===== src/rtl/rca_accumulator_4_pkg.sv =====
// Shared definitions for the rca_4 based operand accumulator:
// FSM state encoding and datapath width.
package rca_pkg;

   localparam int DATA_W = 4;

   typedef enum logic [1:0] {
      IDLE  = 2'd0,
      ACCUM = 2'd1,
      DONE  = 2'd2
   } state_t;

endpackage


===== src/rtl/rca_accumulator_4_if.sv =====
// Operand-in / result-out handshake bundle of rca_accumulator_4.
// The master modport is the operand source and result consumer side.
interface rca_accumulator_4_if;
   import rca_pkg::*;

   logic              start;
   logic              in_valid;
   logic              in_ready;
   logic [DATA_W-1:0] in_data;
   logic              out_valid;
   logic              out_ready;
   logic [DATA_W-1:0] out_sum;
   logic              out_carry;
   logic              busy;

   modport master (
      output start, in_valid, in_data, out_ready,
      input  in_ready, out_valid, out_sum, out_carry, busy
   );

   modport slave (
      input  start, in_valid, in_data, out_ready,
      output in_ready, out_valid, out_sum, out_carry, busy
   );

endinterface


===== src/rtl/rca_accumulator_4_rca_4.sv =====
// Existing 4-bit ripple-carry adder: a chain of full adders, carry-in tied low.
module rca_4 (
   input  logic [3:0] A,
   input  logic [3:0] B,
   output logic [3:0] SUM,
   output logic       CARRY
);

   logic [4:0] c;

   assign c[0] = 1'b0;

   for (genvar i = 0; i < 4; i++) begin : g_fa
      assign SUM[i]   = A[i] ^ B[i] ^ c[i];
      assign c[i + 1] = (A[i] & B[i]) | (c[i] & (A[i] ^ B[i]));
   end

   assign CARRY = c[4];

endmodule


===== src/rtl/rca_accumulator_4.sv =====
// Accumulates a burst of N_OPS unsigned operands through rca_4 and presents the
// modulo-16 sum plus a sticky carry flag on a valid/ready result handshake.
module rca_accumulator_4
   import rca_pkg::*;
#(
   parameter int N_OPS = 4   // operands per accumulation, 1..15
) (
   input  logic                 clk,
   input  logic                 rst,
   rca_accumulator_4_if.slave   bus
);

   localparam logic [3:0] LAST = 4'(N_OPS - 1);

   state_t            state, state_nxt;
   logic [DATA_W-1:0] acc, acc_nxt;
   logic              ovf, ovf_nxt;
   logic [3:0]        cnt, cnt_nxt;
   logic [DATA_W-1:0] sum;
   logic              carry;
   logic              accept;

   rca_4 u_rca_4 (
      .A     (acc),
      .B     (bus.in_data),
      .SUM   (sum),
      .CARRY (carry)
   );

   assign accept = (state == ACCUM) && bus.in_valid;

   always_comb begin
      state_nxt = state;
      acc_nxt   = acc;
      ovf_nxt   = ovf;
      cnt_nxt   = cnt;
      case (state)
         IDLE: begin
            // start wins over a simultaneous operand; nothing is accepted here
            if (bus.start) begin
               acc_nxt   = '0;
               ovf_nxt   = 1'b0;
               cnt_nxt   = '0;
               state_nxt = ACCUM;
            end
         end
         ACCUM: begin
            if (accept) begin
               acc_nxt = sum;
               ovf_nxt = ovf | carry;
               cnt_nxt = cnt + 4'd1;
               if (cnt == LAST) state_nxt = DONE;
            end
         end
         DONE: begin
            if (bus.out_ready) state_nxt = IDLE;
         end
         default: state_nxt = IDLE;
      endcase
   end

   always_ff @(posedge clk) begin
      if (rst) begin
         state <= IDLE;
         acc   <= '0;
         ovf   <= 1'b0;
         cnt   <= '0;
      end else begin
         state <= state_nxt;
         acc   <= acc_nxt;
         ovf   <= ovf_nxt;
         cnt   <= cnt_nxt;
      end
   end

   // Handshake outputs decode the state register only
   assign bus.in_ready  = (state == ACCUM);
   assign bus.out_valid = (state == DONE);
   assign bus.busy      = (state == ACCUM) || (state == DONE);
   assign bus.out_sum   = acc;
   assign bus.out_carry = ovf;

endmodule

===== src/flat_wrapper.sv =====
// flat-port wrapper written by rule: the top's interface ports become plain ports
module rca_accumulator_4_flat import rca_pkg::*;
#(
   parameter int N_OPS = 4                                      
)
  (clk, rst, bus_start, bus_in_valid, bus_in_data, bus_out_ready, bus_in_ready, bus_out_valid, bus_out_sum, bus_out_carry, bus_busy);
  rca_accumulator_4_if bus_i ();
  input  logic clk;
  input  logic rst;
  input wire logic [$bits(bus_i.start)-1:0] bus_start;
  input wire logic [$bits(bus_i.in_valid)-1:0] bus_in_valid;
  input wire logic [$bits(bus_i.in_data)-1:0] bus_in_data;
  input wire logic [$bits(bus_i.out_ready)-1:0] bus_out_ready;
  output wire logic [$bits(bus_i.in_ready)-1:0] bus_in_ready;
  output wire logic [$bits(bus_i.out_valid)-1:0] bus_out_valid;
  output wire logic [$bits(bus_i.out_sum)-1:0] bus_out_sum;
  output wire logic [$bits(bus_i.out_carry)-1:0] bus_out_carry;
  output wire logic [$bits(bus_i.busy)-1:0] bus_busy;
  assign bus_i.start = bus_start;
  assign bus_i.in_valid = bus_in_valid;
  assign bus_i.in_data = bus_in_data;
  assign bus_i.out_ready = bus_out_ready;
  assign bus_in_ready = bus_i.in_ready;
  assign bus_out_valid = bus_i.out_valid;
  assign bus_out_sum = bus_i.out_sum;
  assign bus_out_carry = bus_i.out_carry;
  assign bus_busy = bus_i.busy;
  rca_accumulator_4 #(.N_OPS(N_OPS)) u_core (.clk(clk), .rst(rst), .bus(bus_i));
endmodule

===== config.mk =====
export PLATFORM = sky130hd
export DESIGN_NAME = rca_accumulator_4_flat
export DESIGN_NICKNAME = d
export VERILOG_FILES = /design/src/rtl/rca_accumulator_4_pkg.sv /design/src/rtl/rca_accumulator_4_if.sv /design/src/rtl/rca_accumulator_4_rca_4.sv /design/src/rtl/rca_accumulator_4.sv /design/src/flat_wrapper.sv
export SDC_FILE = /design/constraint.sdc
export NUM_CORES = 1
export LEC_CHECK = 0
export ABC_AREA = 1
export CAP_MARGIN = 20
export CELL_PAD_IN_SITES_DETAIL_PLACEMENT = 1
export CELL_PAD_IN_SITES_GLOBAL_PLACEMENT = 2
export CORE_MARGIN = 3
export CORE_UTILIZATION = 26
export CTS_CLUSTER_SIZE = 24
export DETAILED_ROUTE_END_ITERATION = 16
export GPL_ROUTABILITY_DRIVEN = 0
export GPL_TIMING_DRIVEN = 0
export PLACE_DENSITY_LB_ADDON = 0.08
export SYNTH_ARGS = -nofsm -noshare
export SYNTH_HDL_FRONTEND = slang
export SYNTH_SLANG_ARGS = --single-unit

===== constraint.sdc =====
create_clock -name clk -period 2.5 [get_ports clk]
set_clock_uncertainty 0.2 [all_clocks]
set_input_delay 0.375 -clock clk [delete_from_list [all_inputs] [get_ports clk]]
set_output_delay 0.375 -clock clk [all_outputs]
set_load 0.1 [all_outputs]

=== Word-level counts from Yosys, hierarchy flattened ===
Index checks and enable logic that the tools add are counted.

* Input bits: 9
* Bits in registers: 11
* Output and inout port bits: 8
* Logic and storage cells: 49

* Mux-type cells: 13
* Add/subtract/negate cells: 1
* Bitwise logic cells: 18
* Eq/ne operators: 7
* Reductions and logical operators: 6

{| class="wikitable"
|+ Operators by type and width
! kind !! count
|-
| $pmux W4 S2 || 2
|-
| $mux W4 || 3
|-
| $mux W2 || 4
|-
| $and A1 B1 Y1 || 7
|-
| $xor A1 B1 Y1 || 7
|-
| $pmux W2 S3 || 1
|-
| $add A4 B1 Y4 const B || 1
|-
| $eq A4 B2 Y1 const B || 1
|-
| $ne A2 B1 Y1 const B || 2
|-
| $ne A2 B2 Y1 const B || 2
|-
| $or A1 B1 Y1 || 4
|-
| $reduce_and A4 Y1 || 1
|-
| $reduce_and A3 Y1 || 1
|-
| $eq A2 B1 Y1 const B || 1
|-
| $eq A2 B2 Y1 const B || 1
|-
| $logic_not A2 Y1 || 1
|-
| $mux W1 || 2
|-
| $pmux W1 S2 || 1
|-
| $reduce_bool A2 Y1 || 1
|-
| $logic_and A1 B1 Y1 || 1
|-
| $logic_or A1 B1 Y1 || 1
|}

=== Longest topological paths before layout ===
* Word-level depth: 10
* Gate-level depth with buffers: 9
* Depth with buffers taken out: 8

=== Hierarchy ===
From an unflattened synthesis, not the netlist that was laid out.

* Cell total of the unflattened synthesis: 99
* Area total of the unflattened synthesis: 718.2 um2

{| class="wikitable"
|+ Modules (own cells, without submodules)
! module !! area an instance (um2) !! instances !! sequential area each (um2) !! cells an instance
|-
| rca_accumulator_4 || 608.1 || 1 || 220.2 || 85
|-
| rca_4 || 110.1 || 1 || 0.0 || 14
|}

=== Worst setup path after synthesis ===
OpenSTA, ideal clock, no wires.

* Path type: reg-to-reg
* Start point: register u_core.acc[0] (netlist: u_core.bus.out_sum[0])
* End point: register u_core.acc[3] (netlist: u_core.bus.out_sum[3])
* Cell stages (with the launch flop): 7
* Library setup time: 70 ps
* Slack: -212 ps
* Period minus slack after synthesis: 2712 ps
* Required time: 2230 ps
* Path buffers: 0
* Data arrival time: 2442 ps
* Cells stage by stage: dfxtp_1 -> ha_1 -> fa_1 -> fa_1 -> fa_1 -> nand3_1 -> a21oi_1

* Cells in the longest elaborated chain, start to end: 8

{| class="wikitable"
|+ Ends and longest elaborated chain
! what !! line !! source
|-
| start: declaration || rca_accumulator_4.sv:16 || <nowiki>logic [DATA_W-1:0] acc, acc_nxt;</nowiki>
|-
| start signal: assignment || rca_accumulator_4.sv:70 || <nowiki>acc <= acc_nxt;</nowiki>
|-
| $and A1 B1 Y1 (2 in series) || rca_accumulator_4_rca_4.sv:15 || <nowiki>assign c[i + 1] = (A[i] & B[i]) | (c[i] & (A[i] ^ B[i]));</nowiki>
|-
| $or A1 B1 Y1 || rca_accumulator_4_rca_4.sv:15 ||
|-
| $and A1 B1 Y1 || rca_accumulator_4_rca_4.sv:15 ||
|-
| $or A1 B1 Y1 || rca_accumulator_4_rca_4.sv:15 ||
|-
| $xor A1 B1 Y1 || rca_accumulator_4_rca_4.sv:14 || <nowiki>assign SUM[i] = A[i] ^ B[i] ^ c[i];</nowiki>
|-
| $mux W4 || rca_accumulator_4.sv:48 || <nowiki>if (accept) begin</nowiki>
|-
| $pmux W4 S2 || rca_accumulator_4.sv:37 || <nowiki>case (state)</nowiki>
|}

No other way between the ends. The select of a mux whose other input is x is not followed.
A chain may end at the register's enable or synchronous reset.

=== Final worst setup path ===
* Start point: input bus_in_data[0]
* End point: register u_core.acc[3] (netlist: u_core.bus.out_sum[3])

* Cells in the longest elaborated chain, start to end: 8

{| class="wikitable"
|+ Ends and longest elaborated chain
! what !! line !! source
|-
| start: declaration || flat_wrapper.sv:12 || <nowiki>input wire logic [$bits(bus_i.in_data)-1:0] bus_in_data;</nowiki>
|-
| $and A1 B1 Y1 (2 in series) || rca_accumulator_4_rca_4.sv:15 ||
|-
| $or A1 B1 Y1 || rca_accumulator_4_rca_4.sv:15 ||
|-
| $and A1 B1 Y1 || rca_accumulator_4_rca_4.sv:15 ||
|-
| $or A1 B1 Y1 || rca_accumulator_4_rca_4.sv:15 ||
|-
| $xor A1 B1 Y1 || rca_accumulator_4_rca_4.sv:14 ||
|-
| $mux W4 || rca_accumulator_4.sv:48 ||
|-
| $pmux W4 S2 || rca_accumulator_4.sv:37 ||
|}

No other way between the ends. The select of a mux whose other input is x is not followed.

==> reports/metrics.yaml <==
num_io_pins: 17
postCtsHoldBufs: 0
hold_violations: 0
grt_pass1_wl_mm: 2.787
n_antenna_cell: 0
grt_antenna_before_repair: 0
yosysWarnings: 0
detail_route.wirelength_mm: 1.532
syn-num-nets: 99
die_h_um: 56.03
rsz0062_at_grt: "false"
wl_per_cell_um: 11.78
first_pass_iters: 2
area_growth_pct: 34.23
vias: 580
clk_pin_slew_ps: 80
post_cts_resized: 3
netlist.area_leader.share_pct: 33.85
drive_gt1_share_pct: 14.71
avgSynthCellArea_sq_um: 7.934
synthesis.area_sq_um: 650.6
dieArea_sq_mm: 0.003139
fin_crit_ps: 2396
tightest_slew_ps: 967.9
drv_slew: 0
synthCells: 82
power-per-cell-area_mw_per_mm2: 1287
worstSetupPathType: "primary input to register"
synthTopCellsByArea: "dfxtp_1 (34%), ha_1 (9.6%), fa_1 (9.2%), nand2_1 (8.7%), a21oi_1 (8.5%)"
drt_iter0_markers: 5
path_cells: "clkdlybuf4s50_1, ha_1, fa_1, fa_2, fa_1, nand3_1, a21oi_1"
cts.sinks: 11
stdcell_area_sq_um: 873.3
start_util_pct: 28.32
postRouteAntennaNets: 0
path_buf_inv: 1
hpwl_mm: 1.204
finalSetupViolCount: 0
numCtsBuffers: 3
synth_edf_count: 0
register_area_sq_um: 222.7
grt_use_total_pct: 11.27
p_leak_nw: 0.3727
required_ps: 2500
grt.overflow.total: 0
cpMostUsedCell: "fa_1"
ys_seq_elements: 11
h-tree-depth: 1
clockRootBuffer: "clkbuf_4"
peakVddDrop_uv: 1174
placed_area_sq_um: 848.3
stdcell_count: 130
cts_tree: "yes"
status: "finished clean"
viasPerCell: 4.462
rows: 17
max_freq_mhz: 417.4
io_buffers: 16
hold_class: "register to register"
critPathMaxFanout: 1
crit_path_start_kind: "primary input"
dp_cells: 126
nFillCells: 297
slowest_delay_ps: 480
slowest_stage: "fa_1"
drv_cap: 0
utilization_pct: 38.02
crit_arrival_ps: 2400
ys.flop_type: "dfxtp_1"
die_x_um: 56.03
grt_max_degree: 11
grt_pass1_vias: 616
period_share_pct: 95.83
drc: 0
cts_setup_buffers: 0
cts_max_path_buffers: 2
ys_types: 15
relSlewSlack_pct: 35.27
yosysTopAreaCell: "dfxtp_1"
clock_latency_ps: 270
multi_input_area_sq_um: 380.4
core-area_sq_mm: 0.002297
yosys-top-cells-count: "nand2_1 (15), a21oi_1 (11), dfxtp_1 (11)"
async_reset_ff_share_pct: 0
seq_area_frac_synth_pct: 33.85
yosysMostFrequentCell: "nand2_1"
nNetsFinal: 120
crit_family: "adder cells"
end_kind: "register"
-- sequential cells by signal, summed over array words and instances (netlist names) --
name / flops
u_core.bus.out_carry: 1
u_core.bus.out_sum: 4
u_core.cnt: 4
u_core.state: 2
-- stage by stage --
step / total power, W / worst slack [ps] / TNS (ps) / hold slack, ps
after CTS: 0.001149 / 44.30 / 0 / 287.4
after detailed placement: 0.001035 / -235.2 / -411.5 / 274.4
final: 0.001124 / 104.3 / 0 / 280.0
after global routing: 0.001220 / 17.78 / 0 / 322.8
after global placement: 0.001027 / -219.4 / -386.8 / 260.5
after floorplan: 0.0008738 / 48.73 / 0 / 236.7
-- cell families after synthesis --
logic type | Yosys count | share of synthesized area (%)
AND/OR/NAND/NOR | 40 | 30.77
AO/OA/AOI/OAI | 11 | 8.461
adder cells (fa/ha/maj) | 8 | 18.85
buffers and inverters | 12 | 8.077
flip-flops | 11 | 33.85
-- routing by layer --
| metal | GRT usage, % | vias to the layer above | part of all wire (%) |
|---|---|---|---|
| met5 | 0 | - | 0 |
| met3 | 4.640 | 4 | 6.5 |
| li1 | - | 301 | - |
| met1 | 13.74 | 261 | 47 |
| met4 | 4.068 | 0 | 1.6 |
| met2 | 17.70 | 14 | 45 |
-- where the power goes --
part / leakage [nW] / switching (W) / internal (W)
clock network: 0.0150 / 0.0000645 / 0.0000618
registers: 0.0904 / 0.0000293 / 0.000211
logic: 0.267 / 0.000558 / 0.000199
total: 0.373 / 0.000651 / 0.000473
-- worst min-delay path: stages, from the launching register on --
cell	delay [ps]
dfxtp_2	330
nand2_1	60
a21oi_1	50
-- cells in the final DEF (no fill, tap or decap) --
master	instances
a21oi_1	11
buf_6	1
clkbuf_1	1
clkbuf_4	3
clkdlybuf4s50_1	13
dfxtp_1	9
dfxtp_2	2
dlygate4sd2_1	3
fa_1	2
fa_2	1
ha_1	5
inv_1	10
inv_2	1
nand2_1	15
nand2_2	2
nand2_4	1
nand3_1	10
nand3b_2	1
nor2_1	8
nor2_2	1
nor2_4	2
-- path summary, 6_finish.rpt --
kind	start	end	slack, ps	depth (start not counted)
hold / removal	u_core.bus.out_sum[0]	u_core.bus.out_sum[0]	280	2
setup / recovery	bus_in_data[0]	u_core.bus.out_sum[3]	100	7
hold reg to reg	u_core.bus.out_sum[0]	u_core.bus.out_sum[0]	280	2
setup reg to reg	u_core.bus.out_sum[0]	u_core.bus.out_sum[3]	270	6
-- layout make-up --
| class | count | area share, % |
|---|---|---|
| timing repair buffer | 16 | 17.91 |
| sequential | 11 | 25.50 |
| buffer | 1 | 1.289 |
| clock buffer | 4 | 3.009 |
| inverter | 11 | 4.728 |
| tap | 28 | 4.011 |
| multi-input combinational | 59 | 43.55 |
Power figures use the tool's default switching activity.
